## src/rtl/spi_clgen_mode.sv

```systemverilog
// Mode-aware SPI serial-clock generator: latches transfer settings at start, produces
// SCLK for CPOL/CPHA modes 0-3, counts bits and emits sample/shift/done strobes.
module spi_clgen_mode #(
    parameter int DIV_W = 16,
    parameter int LEN_W = 5
) (
    input  logic             wb_clk,
    input  logic             wb_reset_n,
    input  logic             go,
    input  logic             abort,
    input  logic             cpol,
    input  logic             cpha,
    input  logic [DIV_W-1:0] divider,
    input  logic [LEN_W-1:0] char_len,
    output logic             sclk,
    output logic             tip,
    output logic             lstclk,
    output logic             start_stb,
    output logic             sample_stb,
    output logic             shift_stb,
    output logic             done
);

    localparam int EW = LEN_W + 2;

    typedef enum logic {IDLE, RUN} state_t;

    state_t           state, state_d;
    logic             cpol_q, cpol_d, cpha_q, cpha_d;
    logic [DIV_W-1:0] div_q, div_d, cnt, cnt_d;
    logic [LEN_W:0]   len_q, len_d;
    logic [EW-1:0]    edge_cnt, edge_d, edge_nxt, last_edge;
    logic             sclk_d, tip_d, start_d, sample_d, shift_d, done_d;
    logic             is_final, is_sample;

    assign edge_nxt  = edge_cnt + EW'(1);
    assign last_edge = {len_q, 1'b0};
    assign is_final  = (edge_nxt == last_edge);
    // Odd edges are leading: sample there in CPHA=0, on trailing edges in CPHA=1.
    assign is_sample = edge_nxt[0] ^ cpha_q;
    assign lstclk    = (state == RUN) && (edge_cnt >= last_edge - EW'(2));

    // NOTE: every signal written below gets its default first so no latch is inferred.
    always_comb begin
        state_d  = state;
        cpol_d   = cpol_q;
        cpha_d   = cpha_q;
        div_d    = div_q;
        len_d    = len_q;
        cnt_d    = cnt;
        edge_d   = edge_cnt;
        sclk_d   = sclk;
        tip_d    = tip;
        start_d  = 1'b0;
        sample_d = 1'b0;
        shift_d  = 1'b0;
        done_d   = 1'b0;
        case (state)
            IDLE: begin
                sclk_d = cpol_q;
                tip_d  = 1'b0;
                if (go) begin
                    state_d = RUN;
                    cpol_d  = cpol;
                    cpha_d  = cpha;
                    div_d   = divider;
                    len_d   = (char_len == '0) ? {1'b1, {LEN_W{1'b0}}} : {1'b0, char_len};
                    cnt_d   = divider;
                    edge_d  = '0;
                    sclk_d  = cpol;
                    tip_d   = 1'b1;
                    start_d = 1'b1;
                end
            end
            RUN: begin
                if (abort) begin
                    state_d = IDLE;
                    tip_d   = 1'b0;
                    sclk_d  = cpol_q;
                end else if (cnt == '0) begin
                    // Down-counter reload keeps div_q+1 from ever being formed at DIV_W width.
                    cnt_d    = div_q;
                    edge_d   = edge_nxt;
                    sample_d = is_sample;
                    shift_d  = !is_sample && !is_final;
                    if (is_final) begin
                        state_d = IDLE;
                        tip_d   = 1'b0;
                        sclk_d  = cpol_q;
                        done_d  = 1'b1;
                    end else begin
                        sclk_d = ~sclk;
                    end
                end else begin
                    cnt_d = cnt - DIV_W'(1);
                end
            end
            default: state_d = IDLE;
        endcase
    end

    // NOTE: state registers use non-blocking assignments so every flop samples pre-edge values.
    always_ff @(posedge wb_clk or negedge wb_reset_n) begin
        if (!wb_reset_n) begin
            state      <= IDLE;
            cpol_q     <= 1'b0;
            cpha_q     <= 1'b0;
            div_q      <= '0;
            len_q      <= '0;
            cnt        <= '0;
            edge_cnt   <= '0;
            sclk       <= 1'b0;
            tip        <= 1'b0;
            start_stb  <= 1'b0;
            sample_stb <= 1'b0;
            shift_stb  <= 1'b0;
            done       <= 1'b0;
        end else begin
            state      <= state_d;
            cpol_q     <= cpol_d;
            cpha_q     <= cpha_d;
            div_q      <= div_d;
            len_q      <= len_d;
            cnt        <= cnt_d;
            edge_cnt   <= edge_d;
            sclk       <= sclk_d;
            tip        <= tip_d;
            start_stb  <= start_d;
            sample_stb <= sample_d;
            shift_stb  <= shift_d;
            done       <= done_d;
        end
    end

endmodule

```

## config.mk

```make
export PLATFORM = sky130hd
export DESIGN_NAME = spi_clgen_mode
export DESIGN_NICKNAME = d
export VERILOG_FILES = /design/src/rtl/spi_clgen_mode.sv
export SDC_FILE = /design/constraint.sdc
export NUM_CORES = 1
export LEC_CHECK = 0
export CORE_MARGIN = 2
export CORE_UTILIZATION = 60
export CTS_CLUSTER_DIAMETER = 200
export DETAILED_ROUTE_END_ITERATION = 12
export PLACE_DENSITY = 0.84
export SYNTH_ARGS = -nofsm -noshare
export SYNTH_HDL_FRONTEND = slang
export SYNTH_SLANG_ARGS = --single-unit
```

## constraint.sdc

```tcl
create_clock -name wb_clk -period 3.47 [get_ports wb_clk]
set_clock_uncertainty 0.05 [all_clocks]
set_input_delay 0.347 -clock wb_clk [delete_from_list [all_inputs] [get_ports wb_clk]]
set_output_delay 0.347 -clock wb_clk [all_outputs]
set_load 0.01 [all_outputs]
```

=== Word-level counts from Yosys, hierarchy flattened ===
Cells that the tools add are included.
W data, S select, Z words.

* $add $sub $neg: 3
* Multiply operators: 0
* Div/mod/pow operators: 0
* $lt $le $gt $ge: 1
* Equal/unequal tests: 6
* Shift operators: 0
* Multiplexer cells: 34
* Bitwise operators: 3
* Reduce and logical (&&, ||, !) cells: 10

{| class="wikitable"
|+ Operators with widths
! cell !! number
|-
| $mux W16 || 3
|-
| $pmux W16 S2 || 1
|-
| $mux W1 || 22
|-
| $mux W7 || 3
|-
| $logic_not A16 Y1 || 1
|-
| $sub A16 B1 Y16 const B || 1
|-
| $pmux W7 S2 || 1
|-
| $add A7 B1 Y7 const B || 1
|-
| $eq A7 B7 Y1 || 1
|-
| $ge A7 B7 Y1 || 1
|-
| $sub A7 B2 Y7 const B || 1
|-
| $mux W6 || 1
|-
| $ne A3 B2 Y1 const B || 2
|-
| $pmux W1 S2 || 3
|-
| $reduce_and A2 Y1 || 3
|-
| $logic_not A5 Y1 || 1
|-
| $ne A2 B2 Y1 const B || 2
|-
| $reduce_and A3 Y1 || 1
|-
| $logic_and A1 B1 Y1 || 2
|-
| $logic_not A1 Y1 || 2
|-
| $ne A2 B1 Y1 const B || 1
|-
| $not A1 Y1 || 2
|-
| $xor A1 B1 Y1 || 1
|}

* Flip-flop bits (word level): 54
* Latch bits: 0
* Memory bits (writable): 0
* Memory bits (read-only): 0
* Input bits: 27
* Output and inout port bits: 7
* Word-level logic and storage cells: 70
* Memories kept: 0

=== Depth between registers and ports, before layout ===
* Word-level depth: 7
* Mapped depth: 8
* Depth with buffers taken out: 7

=== Least setup slack after synthesis ===
No wires, ideal clock.

* Path kind: flip-flop to output port
* From: register len_q[1]
* To: output port lstclk
* Arrival time: 1.594 ns
* Required time: 3.073 ns
* Setup slack: 1.479 ns
* Stages on the path, launching flop included: 7
* Path buffers: 0
* Cell sequence: dfrtp_1 -> or3_1 -> nor3_1 -> xnor2_1 -> ha_1 -> o21ai_0 -> a31oi_1

* Longest elaborated chain between the ends: 3

{| class="wikitable"
|+ Ends and longest elaborated chain
! element !! RTL line !! source
|-
| start, declared || 31 || <nowiki>logic [LEN_W:0] len_q, len_d;</nowiki>
|-
| start signal, assigned || 123 || <nowiki>len_q <= len_d;</nowiki>
|-
| $sub A7 B2 Y7 || 41 || <nowiki>assign lstclk = (state == RUN) && (edge_cnt >= last_edge - EW'(2));</nowiki>
|-
| $ge A7 B7 Y1 || 41 ||
|-
| $logic_and A1 B1 Y1 || 41 ||
|-
| end, declared || 17 || <nowiki>output logic lstclk,</nowiki>
|}

No other way between the ends.

=== Final worst setup path ===
* From: register len_q[2]
* To: output port lstclk

Same word-level chain as after synthesis.

==> results.toml <==
[synthesis]
seq_area_frac_synth_pct = 44.3
synth_top_area_share_pct = 44.3
syn_inst = 351
ys_async_sr_fraction_pct = 100
syn_nets = 388
synth_top_cell_by_area = "dfrtp_1"
synth_edf_count = 0
synth-main-ff-cell = "dfrtp_1"
synth_cell_types = 52
syn_avg_cell_area_um2 = 8.69
synth_common_cells = "nand2_1 (91), dfrtp_1 (54), o21ai_0 (24), nor2_1 (18), clkbuf_1 (17)"
syn_area_um2 = 3050
ys_warn_count = 0
yosys-top-cells-area = "dfrtp_1 (44%), nand2_1 (11%), ha_1 (4.1%), o21ai_0 (3.9%), xnor2_1 (3.7%)"
ys_seq_elements = 54
post-synth-top-count-cell = "nand2_1"

[power]
p_int_mw = 1.12
p_comb_share_pct = 27.8
netSwitchingPower_mw = 0.620
swShare_pct = 35.6
clockPowerShare_pct = 20.8
cellLeakagePower_nw = 1.54
power_frac_seq_pct = 51.4
peakVddDrop_uv = 326
power.density_nw_per_um2 = 494

[route]
route.detailed.drc = 0
viasPerCell = 6.08
wl_per_cell_um = 16.2
vias = 2712
first_pass_iters = 5
antenna_left = 0
wirelength_mm = 7.24
drt_iter0_markers = 241

[sta]
setup_slack_ps = 527
rsz0062_at_grt = "no"
fin_tns_setup_ps = 0
fin_crit_ps = 2940
finalSetupViolCount = 0
hold_violations = 0
slew_headroom_pct = 53.7
tightest_slew_ps = 694
slew_viol_final = 0
post-route-period-util_pct = 84.8
fmax_mhz = 340

[die]
io_pins = 34
die_w_um = 75.3
die_area_um2 = 5670
die_h_um = 75.3
fp-row-count = 25
core_area_um2 = 4820
start_util_pct = 63.4

[clock_network]
clock-root-buffer = "clkbuf_8"
cts_resized = 0
clockBufferDepth = 2
cts_num_sinks = 54
hold_buffers = 0
clk_latency_ps = 320
cts_tree = "built"
clk_pin_slew_worst_paths_ps = 110
post_cts_buffers = 0
htreeDepth = 2
cts_made_buffers = 5

[worst_setup_path]
crit_arrival_ps = 2550
r2r_slack_ps = 1080
cp_max_fo = 5
reg2reg_depth = 5
crit_end = "lstclk"
rr_endpoint = "edge_cnt[4]"
cp.required_ps = 3070
startpoint = "len_q[2]"
reg2reg_from = "state"
crit_type = "flop to primary output"
startpoint_type = "flop"
crit_path_end_kind = "primary output"

[place]
portBuffers = 33
dp_slack_ps = 878
dp_hpwl_mm = 5.17
place_inst = 438
place.gp.congestion = 0.848

[grt]
grt_first_pass_wirelength_mm = 12.3
antenna_found_initial = 0
grt_usage_pct = 28.7
first_global_vias = 2683
grt-ovfl-total = 0
grt_max_degree = 34

[worst_hold_path]
hp-class = "input port to asynchronous set/reset pin"

[final_layout]
area_growth_pct = 15.4
drive_above_1_share_pct = 5.54
fin_nets = 415
final_cells = 446
post-route-util_pct = 73.1
fillers = 371
n_antenna_cell = 0

[status]
status = "complete, no violations"

[job]
timing.max_cap.violations = 0
-- metrics by stage --
stage | power (mW) | hold slack, ps | instance area, um^2
2_1_floorplan | 1.21 | 1.41 | 3050
3_3_place_gp | 1.36 | 375 | 3430
3_5_place_dp | 1.39 | 377 | 3430
4_1_cts | 1.74 | 32.9 | 3520
5_1_grt | 1.85 | 60.1 | 3520
6_report | 1.74 | 8.25 | 3520
-- worst min-delay path by stage --
| stage | from | end | slack [ps] | cells after the start |
|---|---|---|---|---|
| detailed placement | wb_reset_n | state | 380 | 1 |
| global route | wb_reset_n | state | 60 | 1 |
| finish | wb_reset_n | state | 8 | 1 |
| floorplan | wb_reset_n | cnt[0] | 1 | 0 |
| CTS | wb_reset_n | state | 30 | 1 |
| global placement | wb_reset_n | div_q[9] | 370 | 1 |
-- power groups by stage --
stage	combinational (mW)	sequential, mW	clock (mW)
detailed placement	0.483	0.903	0
floorplan	0.352	0.861	0
global route	0.550	0.912	0.392
finish	0.485	0.895	0.362
CTS	0.486	0.891	0.363
global placement	0.464	0.896	0
-- metal layers --
| layer | wire [um] | global-route usage [%] |
|---|---|---|
| met3 | 468 | 4.89 |
| met2 | 3480 | 47.0 |
| met1 | 3120 | 37.6 |
| met5 | 0 | 0 |
| met4 | 179 | 12.9 |
-- layout by cell type, fill, tap and decap left out, types with 4 or more instances in the layout --
cell type / synthesis / final
nand3_1: 8 / 8
nand2_1: 91 / 91
o22ai_1: 8 / 8
xor2_1: 7 / 7
o31ai_1: 4 / 4
xnor2_1: 13 / 13
inv_1: 8 / 8
a21oi_1: 5 / 5
buf_4: 0 / 6
nor2_1: 18 / 18
dfrtp_1: 54 / 54
clkbuf_8: 0 / 5
ha_1: 10 / 10
clkdlybuf4s50_1: 0 / 32
a211oi_1: 10 / 10
o21ai_0: 24 / 24
nor3_1: 15 / 15
-- flip-flops by register name (all words and copies together) (netlist names) --
name        count
state           1
sclk            1
edge_cnt        7
div_q          16
start_stb       1
sample_stb      1
tip             1
cpol_q          1
len_q           6
cnt            16
done            1
shift_stb       1
cpha_q          1
-- kinds of logic after synthesis --
group           count (synthesis)  share of synthesized area, %
flops                          54                          44.3
buf+inv                        28                          3.53
simple gates                  158                          23.7
xor+xnor                       21                          6.48
fa+ha+maj                      10                          4.10
compound gates                 79                          17.5
mux                             1                         0.328
-- final cells by class --
class | instances | area (um^2) | share of cell area [%]
Clock inverter | 3 | 21.3 | 0.604
Timing Repair Buffer | 39 | 370 | 10.5
Multi-Input combinational cell | 269 | 1590 | 45.2
Sequential cell | 54 | 1350 | 38.4
Clock buffer | 5 | 68.8 | 1.95
Inverter | 9 | 33.8 | 0.959
Tap cell | 67 | 83.8 | 2.38
-- critical path: stages, from the launching register on --
cell and delay (ps):
dfrtp_1 450, or3_1 360, nor3_1 200, xnor2_1 110
ha_1 270, o21ai_0 80, a31oi_1 200, clkdlybuf4s50_1 570
No activity file was read; power rests on OpenSTA's default activity.
